--- src/rtl/core_sequencer.sv ---
// core_sequencer
// ----------------------------------------------------------------------------
// Multicycle control sequencer for the RV32 core. Drives the 3-bit stage
// state seen by decode and the other stage blocks, handshakes instruction and
// data memory, skips MEM for non-memory instructions, owns the program
// counter and branch/jump target selection, counts retired instructions and
// stops cleanly at an instruction boundary on request.
//
// Ports
//   clk             in   core clock, all state changes on posedge
//   rst             in   asynchronous active-high reset
//   state           out  FETCH=0 DECODE=1 EXEC=2 MEM=3 WRITE=4 HALT=7
//   pc              out  address of the current instruction
//   imem_req        out  instruction fetch request (FETCH, not in reset)
//   imem_ready      in   fetch data valid (only looked at in FETCH)
//   dmem_req        out  data access request (MEM)
//   dmem_ready      in   data access complete (only looked at in MEM)
//   mem_read        in   decoded load control, valid from EXEC onward
//   mem_write       in   decoded store control, valid from EXEC onward
//   reg_write       in   decoded register write control
//   branch_c        in   conditional branch
//   branch_uc       in   unconditional jump
//   branch_relative in   jump is pc-relative (jal) rather than register (jalr)
//   cmp_true        in   ALU comparison result, valid in EXEC
//   imm             in   decoded immediate
//   alu_result      in   ALU output, valid in EXEC
//   rf_we           out  register-file write enable (WRITE & reg_write)
//   retire          out  one-cycle pulse per completed instruction
//   instret         out  retired-instruction count (wraps)
//   halt_req        in   stop after the current instruction (sticky)
//   halted          out  high while in HALT
// ----------------------------------------------------------------------------
module core_sequencer #(
    parameter logic [31:0] RESET_PC = 32'h0000_0000
) (
    input  logic        clk,
    input  logic        rst,
    output logic [2:0]  state,
    output logic [31:0] pc,
    output logic        imem_req,
    input  logic        imem_ready,
    output logic        dmem_req,
    input  logic        dmem_ready,
    input  logic        mem_read,
    input  logic        mem_write,
    input  logic        reg_write,
    input  logic        branch_c,
    input  logic        branch_uc,
    input  logic        branch_relative,
    input  logic        cmp_true,
    input  logic [31:0] imm,
    input  logic [31:0] alu_result,
    output logic        rf_we,
    output logic        retire,
    output logic [31:0] instret,
    input  logic        halt_req,
    output logic        halted
);

    typedef enum logic [2:0] {
        S_FETCH  = 3'd0,
        S_DECODE = 3'd1,
        S_EXEC   = 3'd2,
        S_MEM    = 3'd3,
        S_WRITE  = 3'd4,
        S_HALT   = 3'd7
    } state_t;

    state_t      r_state;
    state_t      w_state_nxt;
    logic [31:0] r_pc;
    logic [31:0] r_instret;
    logic [31:0] r_target_q;
    logic        r_halt_pend;
    logic [31:0] w_target;
    logic [31:0] w_pc_rel;

    // ---------------------------------------------------------------- state
    always_ff @(posedge clk or posedge rst) begin
        if (rst) begin
            r_state <= S_FETCH;
        end else begin
            r_state <= w_state_nxt;
        end
    end

    always_comb begin
        w_state_nxt = r_state;
        case (r_state)
            S_FETCH:  if (imem_ready) w_state_nxt = S_DECODE;
            S_DECODE: w_state_nxt = S_EXEC;
            S_EXEC:   w_state_nxt = (mem_read | mem_write) ? S_MEM : S_WRITE;
            S_MEM:    if (dmem_ready) w_state_nxt = S_WRITE;
            // halt_req is OR-ed in directly so a request seen in WRITE
            // itself still stops at this boundary.
            S_WRITE:  w_state_nxt = (r_halt_pend | halt_req) ? S_HALT : S_FETCH;
            S_HALT:   w_state_nxt = S_HALT;
            default:  w_state_nxt = S_FETCH;
        endcase
    end

    // ------------------------------------------------------- target select
    // Priority: jalr, jal, taken conditional branch, fall-through.
    // jalr clears bit 0 of the computed address.
    always_comb begin
        w_pc_rel = r_pc + imm;
        w_target = r_pc + 32'd4;
        if (branch_uc && !branch_relative) begin
            w_target = alu_result & 32'hFFFF_FFFE;
        end else if (branch_uc && branch_relative) begin
            w_target = w_pc_rel;
        end else if (branch_c && cmp_true) begin
            w_target = w_pc_rel;
        end
    end

    // ------------------------------------------------------------ datapath
    // The target is captured at the end of EXEC so later changes on
    // alu_result/imm cannot disturb the pc update in WRITE.
    always_ff @(posedge clk or posedge rst) begin
        if (rst) begin
            r_pc        <= RESET_PC;
            r_instret   <= 32'd0;
            r_target_q  <= 32'd0;
            r_halt_pend <= 1'b0;
        end else begin
            if (r_state == S_EXEC) begin
                r_target_q <= w_target;
            end
            if (r_state == S_WRITE) begin
                r_pc      <= r_target_q;
                r_instret <= r_instret + 32'd1;
            end
            if ((r_state != S_HALT) && halt_req) begin
                r_halt_pend <= 1'b1;
            end
        end
    end

    // ------------------------------------------------------------- outputs
    // Reset forces r_state to FETCH asynchronously, so every state-decoded
    // output is already 0 during reset except imem_req, which is masked.
    assign state    = r_state;
    assign pc       = r_pc;
    assign instret  = r_instret;
    assign imem_req = (r_state == S_FETCH) & ~rst;
    assign dmem_req = (r_state == S_MEM);
    assign rf_we    = (r_state == S_WRITE) & reg_write;
    assign retire   = (r_state == S_WRITE);
    assign halted   = (r_state == S_HALT);

endmodule

--- config.mk ---
export PLATFORM = sky130hd
export DESIGN_NAME = core_sequencer
export DESIGN_NICKNAME = d
export VERILOG_FILES = /design/src/rtl/core_sequencer.sv
export SDC_FILE = /design/constraint.sdc
export NUM_CORES = 1
export LEC_CHECK = 0
export CAP_MARGIN = 20
export CORE_MARGIN = 4
export CORE_UTILIZATION = 55
export DETAILED_ROUTE_END_ITERATION = 10
export PLACE_DENSITY_LB_ADDON = 0.1
export SYNTH_ARGS = -nofsm -noshare
export SYNTH_HDL_FRONTEND = slang
export SYNTH_SLANG_ARGS = --single-unit
--- constraint.sdc ---
create_clock -name clk -period 4.85 [get_ports clk]
set_clock_uncertainty 0.05 [all_clocks]
set_input_delay 0.97 -clock clk [delete_from_list [all_inputs] [get_ports clk]]
set_output_delay 0.97 -clock clk [all_outputs]
set_load 0.01 [all_outputs]
### Word level (Yosys, flattened, before mapping)

Cells that the tools add are included.

* add/sub/neg operators: 3
* $mul: 0
* div/mod/pow operators: 0
* magnitude comparators: 0
* equal/unequal tests: 8
* shift operators: 0
* multiplexer cells: 8
* bitwise logic cells: 5
* reduce and logical (&&, ||, !) cells: 7

Operator list (number)
* 32-bit two-way mux: 3
* 32-bit by 1-bit adder with 32-bit output, second input constant: 1
* 32-bit by 3-bit adder with 32-bit output, second input constant: 1
* 32-bit adder: 1
* 3-bit case mux with 6 select lines: 1
* 3-bit two-way mux: 4
* 3-bit by 2-bit == test with 1-bit output, second input constant: 2
* 3-bit == test, second input constant: 2
* 1-bit logical AND: 4
* 3-bit by 1-bit == test with 1-bit output, second input constant: 1
* 3-bit logical NOT: 1
* 3-bit inequality test, second input constant: 1
* 1-bit bitwise AND: 2
* 2-bit by 1-bit inequality test with 1-bit output, second input constant: 1
* 2-bit inequality test, second input constant: 1
* 1-bit bitwise OR: 2
* 2-bit AND reduction: 1
* 1-bit logical NOT: 1
* 1-bit inverter: 1

* flip-flop bits (word level): 100
* bits in latches: 0
* RAM bits: 0
* bits in read-only memories: 0
* input port bits: 76
* output and inout bits: 72
* memories: 0

### Longest topological paths before layout

* word-level depth: 4
* mapped depth: 12
* mapped depth without buffers: 12

### Worst setup path after synthesis

Ideal clock, no wire load.

* path kind: input to register
* from: input imm[0]
* to: register r_target_q[28]
* data arrival time: 3244 ps
* slack: 1426 ps
* stages: 12
* path through: ha_1 fa_1 a21o_1 nand3_2 a31o_2 a311oi_4 a41oi_1 o21ai_1 a311oi_2 xnor2_1 a222oi_1 a21oi_1

* longest elaborated chain between the ends: 4

RTL lines
* start, declared: RTL line 51 `input logic [31:0] imm,`
* 32-bit adder *: RTL line 106 `w_pc_rel = r_pc + imm;`
* 32-bit two-way mux: RTL line 112 `end else if (branch_c && cmp_true) begin`
* 32-bit two-way mux *: RTL line 110 `end else if (branch_uc && branch_relative) begin`
* 32-bit two-way mux *: RTL line 108 `if (branch_uc && !branch_relative) begin`
* end signal, assigned: RTL line 128 `r_target_q <= w_target;`
* end, declared: RTL line 73 `logic [31:0] r_target_q;`

Every way passes the cells marked *; elsewhere a longest branch is shown, timed or not.
A chain may end at the register's enable or synchronous reset.

### Final worst setup path

Same ends and word-level chain as after synthesis.

==> reports/qor.csv <==
metric,value,unit
Routed Antenna Nets,0,
slowest CP cell,clkdlybuf4s50_1,
synth unique cells,59,
full die area,13700,µm²
post-synthesis net count,809,
post-synthesis instance total,699,
Worst VDD drop,0.305,mV
crit path capture type,register,
Tcrit/Tclk final,80.3,%
vias in the first global route,5744,
CTS root buffer,clkbuf_16,
final setup fails,0,
"Arr. time, crit path",4.07,ns
r2r endpoint,r_target_q[28],
Routability Congestion,0.933,
complex-gate fraction of the synthesized area,17.5,%
final setup margin,0.955,ns
hold path startpoint,r_target_q[8],
Hold Slack,0.427,ns
synth-to-layout area growth,28.0,%
Sink Count,100,
clock transition at the registers of the reported paths,0.07,ns
max cap viols,0,
CP Data Required Time,5.03,ns
largest family of logic cells by synthesized area,compound AO/OA/AOI/OAI gates,
fraction of the mapped netlist area in adder cells,6.63,%
asr flop ratio synth,100,%
I/O pin cnt,148,
number of synthesized flops with an enable pin,0,
dpl cell area,8080,µm²
Placed Instances,966,
Synth Register Bits,100,
simple-gate share of the synthesized area,17.0,%
most frequent cells in the layout,"clkdlybuf4s50_1, dfrtp_1, nand2_1",
crit path kind,in2reg,
Post-CTS Setup Bufs,0,
CP Max Fanout,4,
reg2reg setup slack,1.55,ns
Worst slew margin,31.5,%
HP Class,reg2reg,
PwrDens,525,nW/µm²
Final Slew Violations,0,
synthesized cell area,6530,µm²
antenna diode count,0,
# hold bufs at CTS,0,
global-route wire length before repair,28200,µm
H-tree depth,3,
CTS tree,yes,
die height,117,µm
"leading cell type in the layout, fill and taps excluded",clkdlybuf4s50_1,
Final min period,3.89,ns
worst slack at placement,0.664,ns
Fill cells,907,
PortBufs,146,
core area,11500,µm²
drt pass-1 iters,6,
Total Routed Length,17400,µm
Avg WL per Cell,17.7,µm
clock latency on the worst-skew pair,0.35,ns
FF-to-FF path depth,12,
gr ovfl total,0,
fin area,8360,µm²
DRT iter0 DRCs,422,
static leakage,3.55,nW
Peak Freq,257,MHz
Worst-Margin Slew,1.03,ns
hpwl dp,12500,µm
CTS max path bufs,2,
vias,5793,
final net count,944,
ys flop type,dfrtp_1,
final std cells w/o fill,982,
"Avg Cell Area, Syn",9.34,µm²
final setup TNS,0,ns
die width,117,µm
post-synthesis mux area share,6.46,%
Hold Crit Depth,2,
CTS resizes,0,
via-per-instance ratio,5.90,
R2R Path Start,pc[0],
critical path cell sequence,"clkdlybuf4s50_1, ha_1, fa_1, a21o_1, nand3_2, a31o_2, a311oi_4, a41oi_1, o21ai_1, a311oi_2, xnor2_1, a222oi_1, a21oi_1",
Starting Density,56.7,%
critical path launch point type,primary input,
"slowest stage delay, CP",0.46,ns
"Seq/Total Area, Yosys",38.3,%
XOR/XNOR share of the synthesized area,11.3,%
Syn. warnings,0,
largest net degree at the start of global routing,76,
outcome,"complete, no violations",
RSZ-0062 raised after global routing,false,
Tot GR Track Use,26.1,%
initial antenna violation count,0,
Hold Path End,r_target_q[8],
DR DRC count,0,
Std-Cell Rows,39,
Final Hold Vio Count,0,
cts bufs inserted,9,
ratio of cells with drive above 1 in the final layout,7.99,%
metrics by stage:
step / total power, mW / util, %
detailed placement: 3.68 / 70.2
global route: 4.73 / 72.6
finish: 4.39 / 72.6
floorplan: 2.95 / -
global placement: 3.59 / 70.2
CTS: 4.39 / 72.6
cells in the mapped netlist, types with 2 or more instances:
master	n	area, µm²
xor2_1	27	236
nor2_1	58	218
nor3b_1	4	30.0
nand2_1	80	300
nand4_1	15	93.8
buf_1	3	11.3
a211o_1	2	17.5
a221oi_1	2	17.5
inv_1	9	33.8
a211oi_1	14	105
o21ai_1	2	10.0
clkbuf_1	19	71.3
nor3_1	12	60.1
mux2_2	33	372
o21a_1	5	37.5
o21ai_0	37	185
a21o_1	11	82.6
and2_1	7	43.8
o31ai_1	3	22.5
and3_1	11	68.8
a21oi_1	52	260
a221o_1	2	20.0
a31oi_1	6	37.5
nand2b_1	4	25.0
mux2i_1	5	50.1
a2111o_1	2	22.5
and4_1	4	35.0
o211ai_1	5	37.5
dfrtp_1	100	2500
or3_1	3	18.8
clkbuf_8	3	41.3
nand3b_1	2	15.0
nor2b_1	4	25.0
nand3_1	30	150
ha_1	33	413
a222oi_1	10	100
xnor2_1	57	499
a21boi_0	2	15.0
final cells by class:
| class | count | area (µm²) | share of cell area [%] |
|---|---|---|---|
| multi-input combinational | 562 | 3850 | 46.1 |
| sequential | 100 | 2500 | 29.9 |
| timing repair buffer | 152 | 1510 | 18.0 |
| clock buffer | 13 | 260 | 3.11 |
| tap | 143 | 179 | 2.14 |
| inverter | 9 | 36.3 | 0.434 |
| clock inverter | 3 | 18.8 | 0.225 |
power breakdown:
part / switching (mW) / leakage [nW] / total, mW / internal, mW
combinational: 1.13 / 2.12 / 2.25 / 1.12
clock: 0.316 / 0.140 / 0.693 / 0.377
sequential: 0.336 / 1.29 / 1.44 / 1.10
total: 1.78 / 3.55 / 4.39 / 2.60
worst max path at each step:
| stage | from | slack [ns] | depth (start not counted) | to |
|---|---|---|---|---|
| after CTS | imm[0] | 1.04 | 13 | r_target_q[28] |
| after global routing | imm[4] | 0.79 | 12 | r_target_q[19] |
| after global placement | imm[0] | 0.69 | 13 | r_target_q[28] |
| final | imm[0] | 0.96 | 13 | r_target_q[28] |
| after detailed placement | imm[0] | 0.66 | 13 | r_target_q[28] |
| after floorplan | rst | 1.21 | 1 | instret[0] |
flip-flops by register name (all words and copies together) (netlist names):
register / flops
instret: 32
pc: 32
r_halt_pend: 1
r_target_q: 32
state: 3
logic make-up after synthesis:
kind of cell / count (synthesis)
flip-flops: 100
multiplexers: 38
AND/OR/NAND/NOR: 237
buffers and inverters: 37
XOR/XNOR: 84
AO/OA/AOI/OAI: 169
adder cells (fa/ha/maj): 34
layer usage:
metal / vias to the layer above / GRT usage, % / wire length [µm]
met1: 2757 / 34.3 / 7610
met3: 24 / 7.20 / 1180
met5: - / 0 / 0
li1: 2802 / - / -
met4: 0 / 7.26 / 281
met2: 210 / 42.5 / 8290
critical path, delay by kind of cell:
family	cells	cell delay, ns
compound gates	8	1.96
xor+xnor	1	0.15
fa+ha+maj	2	0.43
buf+inv	1	0.46
simple gates	1	0.09
Note: power is estimated with default switching activity, not from simulation.
